==> src/rtl/bsg_carry_save_resolve_pkg.sv <==
// Shared types and helpers for the iterative carry-save resolver.
//   state_e : FSM encoding used by bsg_carry_save_resolve_iterative
//   chunks  : ceiling divide giving the number of busy cycles per op
package bsg_carry_save_resolve_pkg;

  typedef enum logic [1:0] {eIdle, eBusy, eDone} state_e;

  function automatic int chunks(input int width, input int stride);
    return (width + stride - 1) / stride;
  endfunction

endpackage

==> src/rtl/bsg_carry_save_chunk_adder.sv <==
// Purely combinational stride_p-bit carry-propagate slice.
// Ports:
//   a_i, b_i : stride_p-bit addend slices
//   c_i      : carry in from the previous slice
//   s_o      : stride_p-bit slice sum
//   c_o      : carry out of the slice
module bsg_carry_save_chunk_adder #(
  parameter int stride_p = 8
) (
  input  logic [stride_p-1:0] a_i,
  input  logic [stride_p-1:0] b_i,
  input  logic                c_i,
  output logic [stride_p-1:0] s_o,
  output logic                c_o
);

  // Zero-extend by one bit so the carry out falls into the top bit.
  assign {c_o, s_o} = {1'b0, a_i} + {1'b0, b_i} + {{stride_p{1'b0}}, c_i};

endmodule

==> src/rtl/bsg_carry_save_resolve_iterative.sv <==
// Resolves a carry-save pair (A,B) into a binary sum, stride_p bits per cycle.
// Optional feature macro: BSG_CARRY_SAVE_RESOLVE_BACK_TO_BACK_EN lets a new op
// be accepted in the same cycle the previous result is taken.
// Ports:
//   clk_i, reset_i : clock, synchronous active-high reset
//   opA_i, opB_i   : carry-save vectors, latched when v_i & ready_o
//   v_i / ready_o  : input handshake
//   sum_o, c_o     : (A+B) mod 2^width_p and carry out of bit width_p-1
//   v_o / yumi_i   : output handshake
module bsg_carry_save_resolve_iterative
  import bsg_carry_save_resolve_pkg::*;
#(
  parameter int width_p  = 32,
  parameter int stride_p = 8
) (
  input  logic               clk_i,
  input  logic               reset_i,
  input  logic [width_p-1:0] opA_i,
  input  logic [width_p-1:0] opB_i,
  input  logic               v_i,
  output logic               ready_o,
  output logic [width_p-1:0] sum_o,
  output logic               c_o,
  output logic               v_o,
  input  logic               yumi_i
);

  localparam int chunks_lp   = chunks(width_p, stride_p);
  localparam int cntW_lp     = (chunks_lp > 1) ? $clog2(chunks_lp) : 1;
  localparam int tailBits_lp = width_p % stride_p;
  localparam logic [cntW_lp-1:0] lastCnt_lp = cntW_lp'(chunks_lp - 1);

  state_e               state_q, state_d;
  logic [width_p-1:0]   a_q, a_d, b_q, b_d;
  logic [width_p-1:0]   sum_q, sum_d;
  logic                 carry_q, carry_d;
  logic                 c_q, c_d;
  logic [cntW_lp-1:0]   cnt_q, cnt_d;
  logic [stride_p-1:0]  sliceSum;
  logic                 sliceCarry;
  logic                 lastCarry;
  logic                 accept;

  // The low slice of the shifting operands is always the chunk being resolved;
  // right shifts fill with zeros, which gives the zero padding on a short last chunk.
  bsg_carry_save_chunk_adder #(.stride_p(stride_p)) adder (
    .a_i (a_q[stride_p-1:0]),
    .b_i (b_q[stride_p-1:0]),
    .c_i (carry_q),
    .s_o (sliceSum),
    .c_o (sliceCarry)
  );

  // When the last chunk is short, the carry out of bit width_p-1 lands inside
  // the slice sum rather than at its carry out.
  if (tailBits_lp == 0) begin : g_even
    assign lastCarry = sliceCarry;
  end else begin : g_tail
    assign lastCarry = sliceSum[tailBits_lp];
  end

  // State register: reset discards any in-flight partial result.
  always_ff @(posedge clk_i) begin
    if (reset_i) begin
      state_q <= eIdle;
      a_q     <= '0;
      b_q     <= '0;
      sum_q   <= '0;
      carry_q <= 1'b0;
      c_q     <= 1'b0;
      cnt_q   <= '0;
    end else begin
      state_q <= state_d;
      a_q     <= a_d;
      b_q     <= b_d;
      sum_q   <= sum_d;
      carry_q <= carry_d;
      c_q     <= c_d;
      cnt_q   <= cnt_d;
    end
  end

  // Next-state and handshake logic. Accepting a new op is shared between the
  // idle state and (optionally) the done state, so it is applied after the case.
  always_comb begin
    state_d = state_q;
    a_d     = a_q;
    b_d     = b_q;
    sum_d   = sum_q;
    carry_d = carry_q;
    c_d     = c_q;
    cnt_d   = cnt_q;
    ready_o = 1'b0;
    v_o     = 1'b0;
    accept  = 1'b0;

    unique case (state_q)
      eIdle: begin
        ready_o = 1'b1;
        accept  = v_i;
      end
      eBusy: begin
        a_d     = a_q >> stride_p;
        b_d     = b_q >> stride_p;
        carry_d = sliceCarry;
        for (int i = 0; i < width_p; i++) begin
          if (cnt_q == cntW_lp'(i / stride_p)) sum_d[i] = sliceSum[i % stride_p];
        end
        if (cnt_q == lastCnt_lp) begin
          c_d     = lastCarry;
          state_d = eDone;
        end else begin
          cnt_d = cnt_q + 1'b1;
        end
      end
      eDone: begin
        v_o = 1'b1;
`ifdef BSG_CARRY_SAVE_RESOLVE_BACK_TO_BACK_EN
        ready_o = yumi_i;
        accept  = v_i & yumi_i;
`endif
        if (yumi_i) state_d = eIdle;
      end
      default: state_d = eIdle;
    endcase

    if (accept) begin
      a_d     = opA_i;
      b_d     = opB_i;
      carry_d = 1'b0;
      cnt_d   = '0;
      state_d = eBusy;
    end

    if (reset_i) ready_o = 1'b0;
  end

  assign sum_o = sum_q;
  assign c_o   = c_q;

endmodule
==> config.mk <==
export PLATFORM = sky130hd
export DESIGN_NAME = bsg_carry_save_resolve_iterative
export DESIGN_NICKNAME = d
export VERILOG_FILES = /design/src/rtl/bsg_carry_save_resolve_pkg.sv /design/src/rtl/bsg_carry_save_chunk_adder.sv /design/src/rtl/bsg_carry_save_resolve_iterative.sv
export SDC_FILE = /design/constraint.sdc
export NUM_CORES = 1
export LEC_CHECK = 0
export ABC_AREA = 0
export ABC_CLOCK_PERIOD_IN_PS = 2100
export BUFFER_PORTS_ARGS = -buffer_cell sky130_fd_sc_hd__buf_2
export CAP_MARGIN = 30
export CORE_MARGIN = 4
export CORE_UTILIZATION = 55
export CTS_BUF_LIST = sky130_fd_sc_hd__clkbuf_2 sky130_fd_sc_hd__clkbuf_4 sky130_fd_sc_hd__clkbuf_8
export DETAILED_ROUTE_END_ITERATION = 7
export GPL_TIMING_DRIVEN = 0
export PLACE_DENSITY = 0.9
export SYNTH_ARGS = -nofsm -noshare
export SYNTH_HDL_FRONTEND = slang
export SYNTH_SLANG_ARGS = --single-unit
export TNS_END_PERCENT = 10
==> constraint.sdc <==
create_clock -name clk_i -period 2.1 [get_ports clk_i]
set_clock_uncertainty 0.1 [all_clocks]
set_input_delay 0.42 -clock clk_i [delete_from_list [all_inputs] [get_ports clk_i]]
set_output_delay 0.42 -clock clk_i [all_outputs]
set_load 0.05 [all_outputs]
==> impl_metrics.yaml <==
pwr:
  switching_power_uw: 1140
  overall_power_uw: 4000
  irDropWorstVdd_mv: 0.393
  power_switching_share_pct: 28.6
  intPower_uw: 2860
  clkPwrFrac_pct: 31.7
  power-per-cell-area_nw_per_um2: 763
  leakage_uw: 0.00216
  comb_power_share_pct: 16.1
  power.share.sequential_pct: 52.2
timing:
  timing.final.hold_violations: 0
  setup_total_negative_slack_ps: 0
  worst_hold_slack_ps: 166
  final-max-slew-violation-count: 0
  max_freq_mhz: 490
  finalCriticalPeriod_ps: 2040
  max-slew-margin-rel_pct: 58.7
  final_min_period_over_clock_period_pct: 97.1
  setup_viol: 0
  tightest_slew_ps: 620
  setup_ws_ps: 60.5
grt:
  number_of_antenna_violations_at_the_first_check_in_global_routing: 0
  grt_start_max_net_pins: 17
  grt_use_total_pct: 24.1
  grt_remaining_overflow: 0
  first_global_vias: 4076
  grt_pass1_wl_um: 18700
final_layout:
  antenna-diode-count: 0
  final_net_count: 701
  final_core_area_utilization_pct: 67.9
  fraction_of_final_layout_cells_with_drive_strength_greater_than_1_pct: 25.3
  commonest_cells_after_routing_fill_and_taps_aside: "sky130_fd_sc_hd__buf_2 (113), sky130_fd_sc_hd__dfxtp_1 (102), sky130_fd_sc_hd__nand2_1 (90)"
  mostFrequentLayoutCell: "sky130_fd_sc_hd__buf_2"
  area_growth_syn_to_layout_pct: 20.0
  fillers: 604
placement:
  dp_hpwl_um: 8400
  numPortBuffers: 101
  gp_congestion: 0.866
  place_worst_setup_slack_ps: -47.4
clock_tree:
  tritoncts_num_sinks: 102
  clk_latency_ps: 380
  cts.clk_slew.worst_paths_ps: 100
  cts_tree: "done"
  postCtsSetupRepairBufs: 0
  htreeDepth: 3
  tritoncts.num_buffers: 9
  cts.root.buffer_cell: "sky130_fd_sc_hd__clkbuf_8"
  cts.hold.buffers_added: 0
  cts-root-to-sink-buffers: 2
setup_path:
  crit_path_end_kind: "flop"
  timing.setup.critical_path_class: "reg2reg"
  cp-start-kind: "flop"
  required_ps: 2250
  worst_ep_arrival_time_ps: 2190
  cp_max_fo: 8
yosys:
  count_of_flip_flops_with_a_built_in_enable_after_synthesis: 0
  synth_cell_types: 39
  synth_seq_area_share_pct: 46.7
  postSynthRegisterBits: 102
  yosysWarningCount: 0
  netlist_instances: 508
  synthesis.area_um2: 4370
  postSynth.asyncResetShare_pct: 0
  syn_avg_cell_area_um2: 8.61
  synth_fp_nets: 589
  synth-main-ff-cell: "sky130_fd_sc_hd__dfxtp_1"
die:
  floorplan.io_pins: 103
  die-height_um: 97.2
  placeable_core_region_um2: 7730
  dieArea_um2: 9440
  row_count: 32
  initial_core_utilization_pct: 56.6
  chipWidth_um: 97.2
flow_run:
  max_cap_violations: 0
routing:
  detail_route.iter0.violations: 209
  wl_per_cell_um: 15.7
  total_length_of_routed_wires_um: 11400
  via_per_instance_ratio: 5.76
  num_vias: 4191
  drcViolationCount: 0
  drt_pass1_iterations: 5
  drt.antenna.violating_nets: 0
outcome:
  run_status: "finished, final reports clean"
min_path:
  min-delay-path-class: "in2reg"
power groups by stage:
stage          clock network, uW  logic, uW  registers, uW
6_report                    1270        646           2090
3_3_place_gp                   0        608           2130
5_1_grt                     1350        707           2100
4_1_cts                     1260        636           2090
3_5_place_dp                   0        627           2130
2_1_floorplan                  0        403           2160
registers in the layout, indices dropped and copies added, names as in the netlist:
register / flops
a_q: 32
b_q: 32
sum_o: 32
cnt_q: 2
state_q: 2
c_o: 1
carry_q: 1
cell type report:
class,instances,area (um2),share of cell area (%)
clock inverters,5,60.1,1.14
well taps,102,128,2.43
repair buffers,101,505,9.64
plain buffers,42,240,4.58
multi-input cells,357,2110,40.1
flip-flops and latches,102,2040,38.9
inverters,7,26.3,0.501
clock buffers,11,139,2.65
stage by stage:
stage / cells / area [um2]
2_1_floorplan: 508 / 4380
3_3_place_gp: 711 / 5010
6_report: 727 / 5250
3_5_place_dp: 711 / 5010
4_1_cts: 727 / 5240
5_1_grt: 727 / 5250
routing by layer:
layer	track usage, %	part of all wire, %	vias to the layer above
met3	5.74	7.7	31
met1	30.8	42	1944
li1	-	-	2031
met4	9.29	2.5	0
met2	39.5	48	185
met5	0	0	-
cells in the mapped netlist, types with 5 or more instances:
| master | instances | area, um2 |
|---|---|---|
| sky130_fd_sc_hd__buf_2 | 12 | 60.1 |
| sky130_fd_sc_hd__dfxtp_1 | 102 | 2040 |
| sky130_fd_sc_hd__nand2_1 | 90 | 338 |
| sky130_fd_sc_hd__a21oi_1 | 77 | 385 |
| sky130_fd_sc_hd__nand3_1 | 33 | 165 |
| sky130_fd_sc_hd__ha_1 | 11 | 138 |
| sky130_fd_sc_hd__buf_4 | 8 | 60.1 |
| sky130_fd_sc_hd__nor2_1 | 13 | 48.8 |
| sky130_fd_sc_hd__a211oi_1 | 5 | 37.5 |
| sky130_fd_sc_hd__clkbuf_1 | 17 | 63.8 |
| sky130_fd_sc_hd__o211ai_1 | 11 | 82.6 |
| sky130_fd_sc_hd__o21ai_0 | 14 | 70.1 |
| sky130_fd_sc_hd__inv_1 | 7 | 26.3 |
| sky130_fd_sc_hd__buf_6 | 5 | 56.3 |
| sky130_fd_sc_hd__nor3_1 | 8 | 40.0 |
| sky130_fd_sc_hd__a22oi_1 | 49 | 368 |
cell families (layout without fill, tap and decap cells):
kind of cell | after synthesis | after routing | synth area share (%)
and+or+nand+nor | 164 | 164 | 17.1
adders and majority gates | 13 | 13 | 4.06
buffers and inverters | 49 | 166 | 6.09
xor gates and xnor gates | 4 | 4 | 0.801
muxes | 1 | 1 | 0.229
AOI/OAI and AO/OA | 175 | 175 | 25.0
DFF | 102 | 102 | 46.7
worst max-delay path: stages (launching register included):
cell and delay [ps]:
sky130_fd_sc_hd__dfxtp_1 350, sky130_fd_sc_hd__ha_1 380, sky130_fd_sc_hd__a21o_1 290, sky130_fd_sc_hd__or4_1 460, sky130_fd_sc_hd__o211ai_1 230, sky130_fd_sc_hd__a211oi_2 90
path summary, 6_finish.rpt:
check        startpoint        end  slack (ps)  depth (start not counted)
min reg2reg   sum_o[16]  sum_o[16]         360                          2
max              a_q[4]    carry_q          60                          5
max reg2reg      a_q[4]    carry_q          60                          5
min           opA_i[31]    a_q[31]         170                          3
what timing repair did:
item	CTS	global route
pin swaps	0	1
gates resized for setup	6	3
endpoints found under the setup margin	9	4
(Power assumes the default switching activity.)
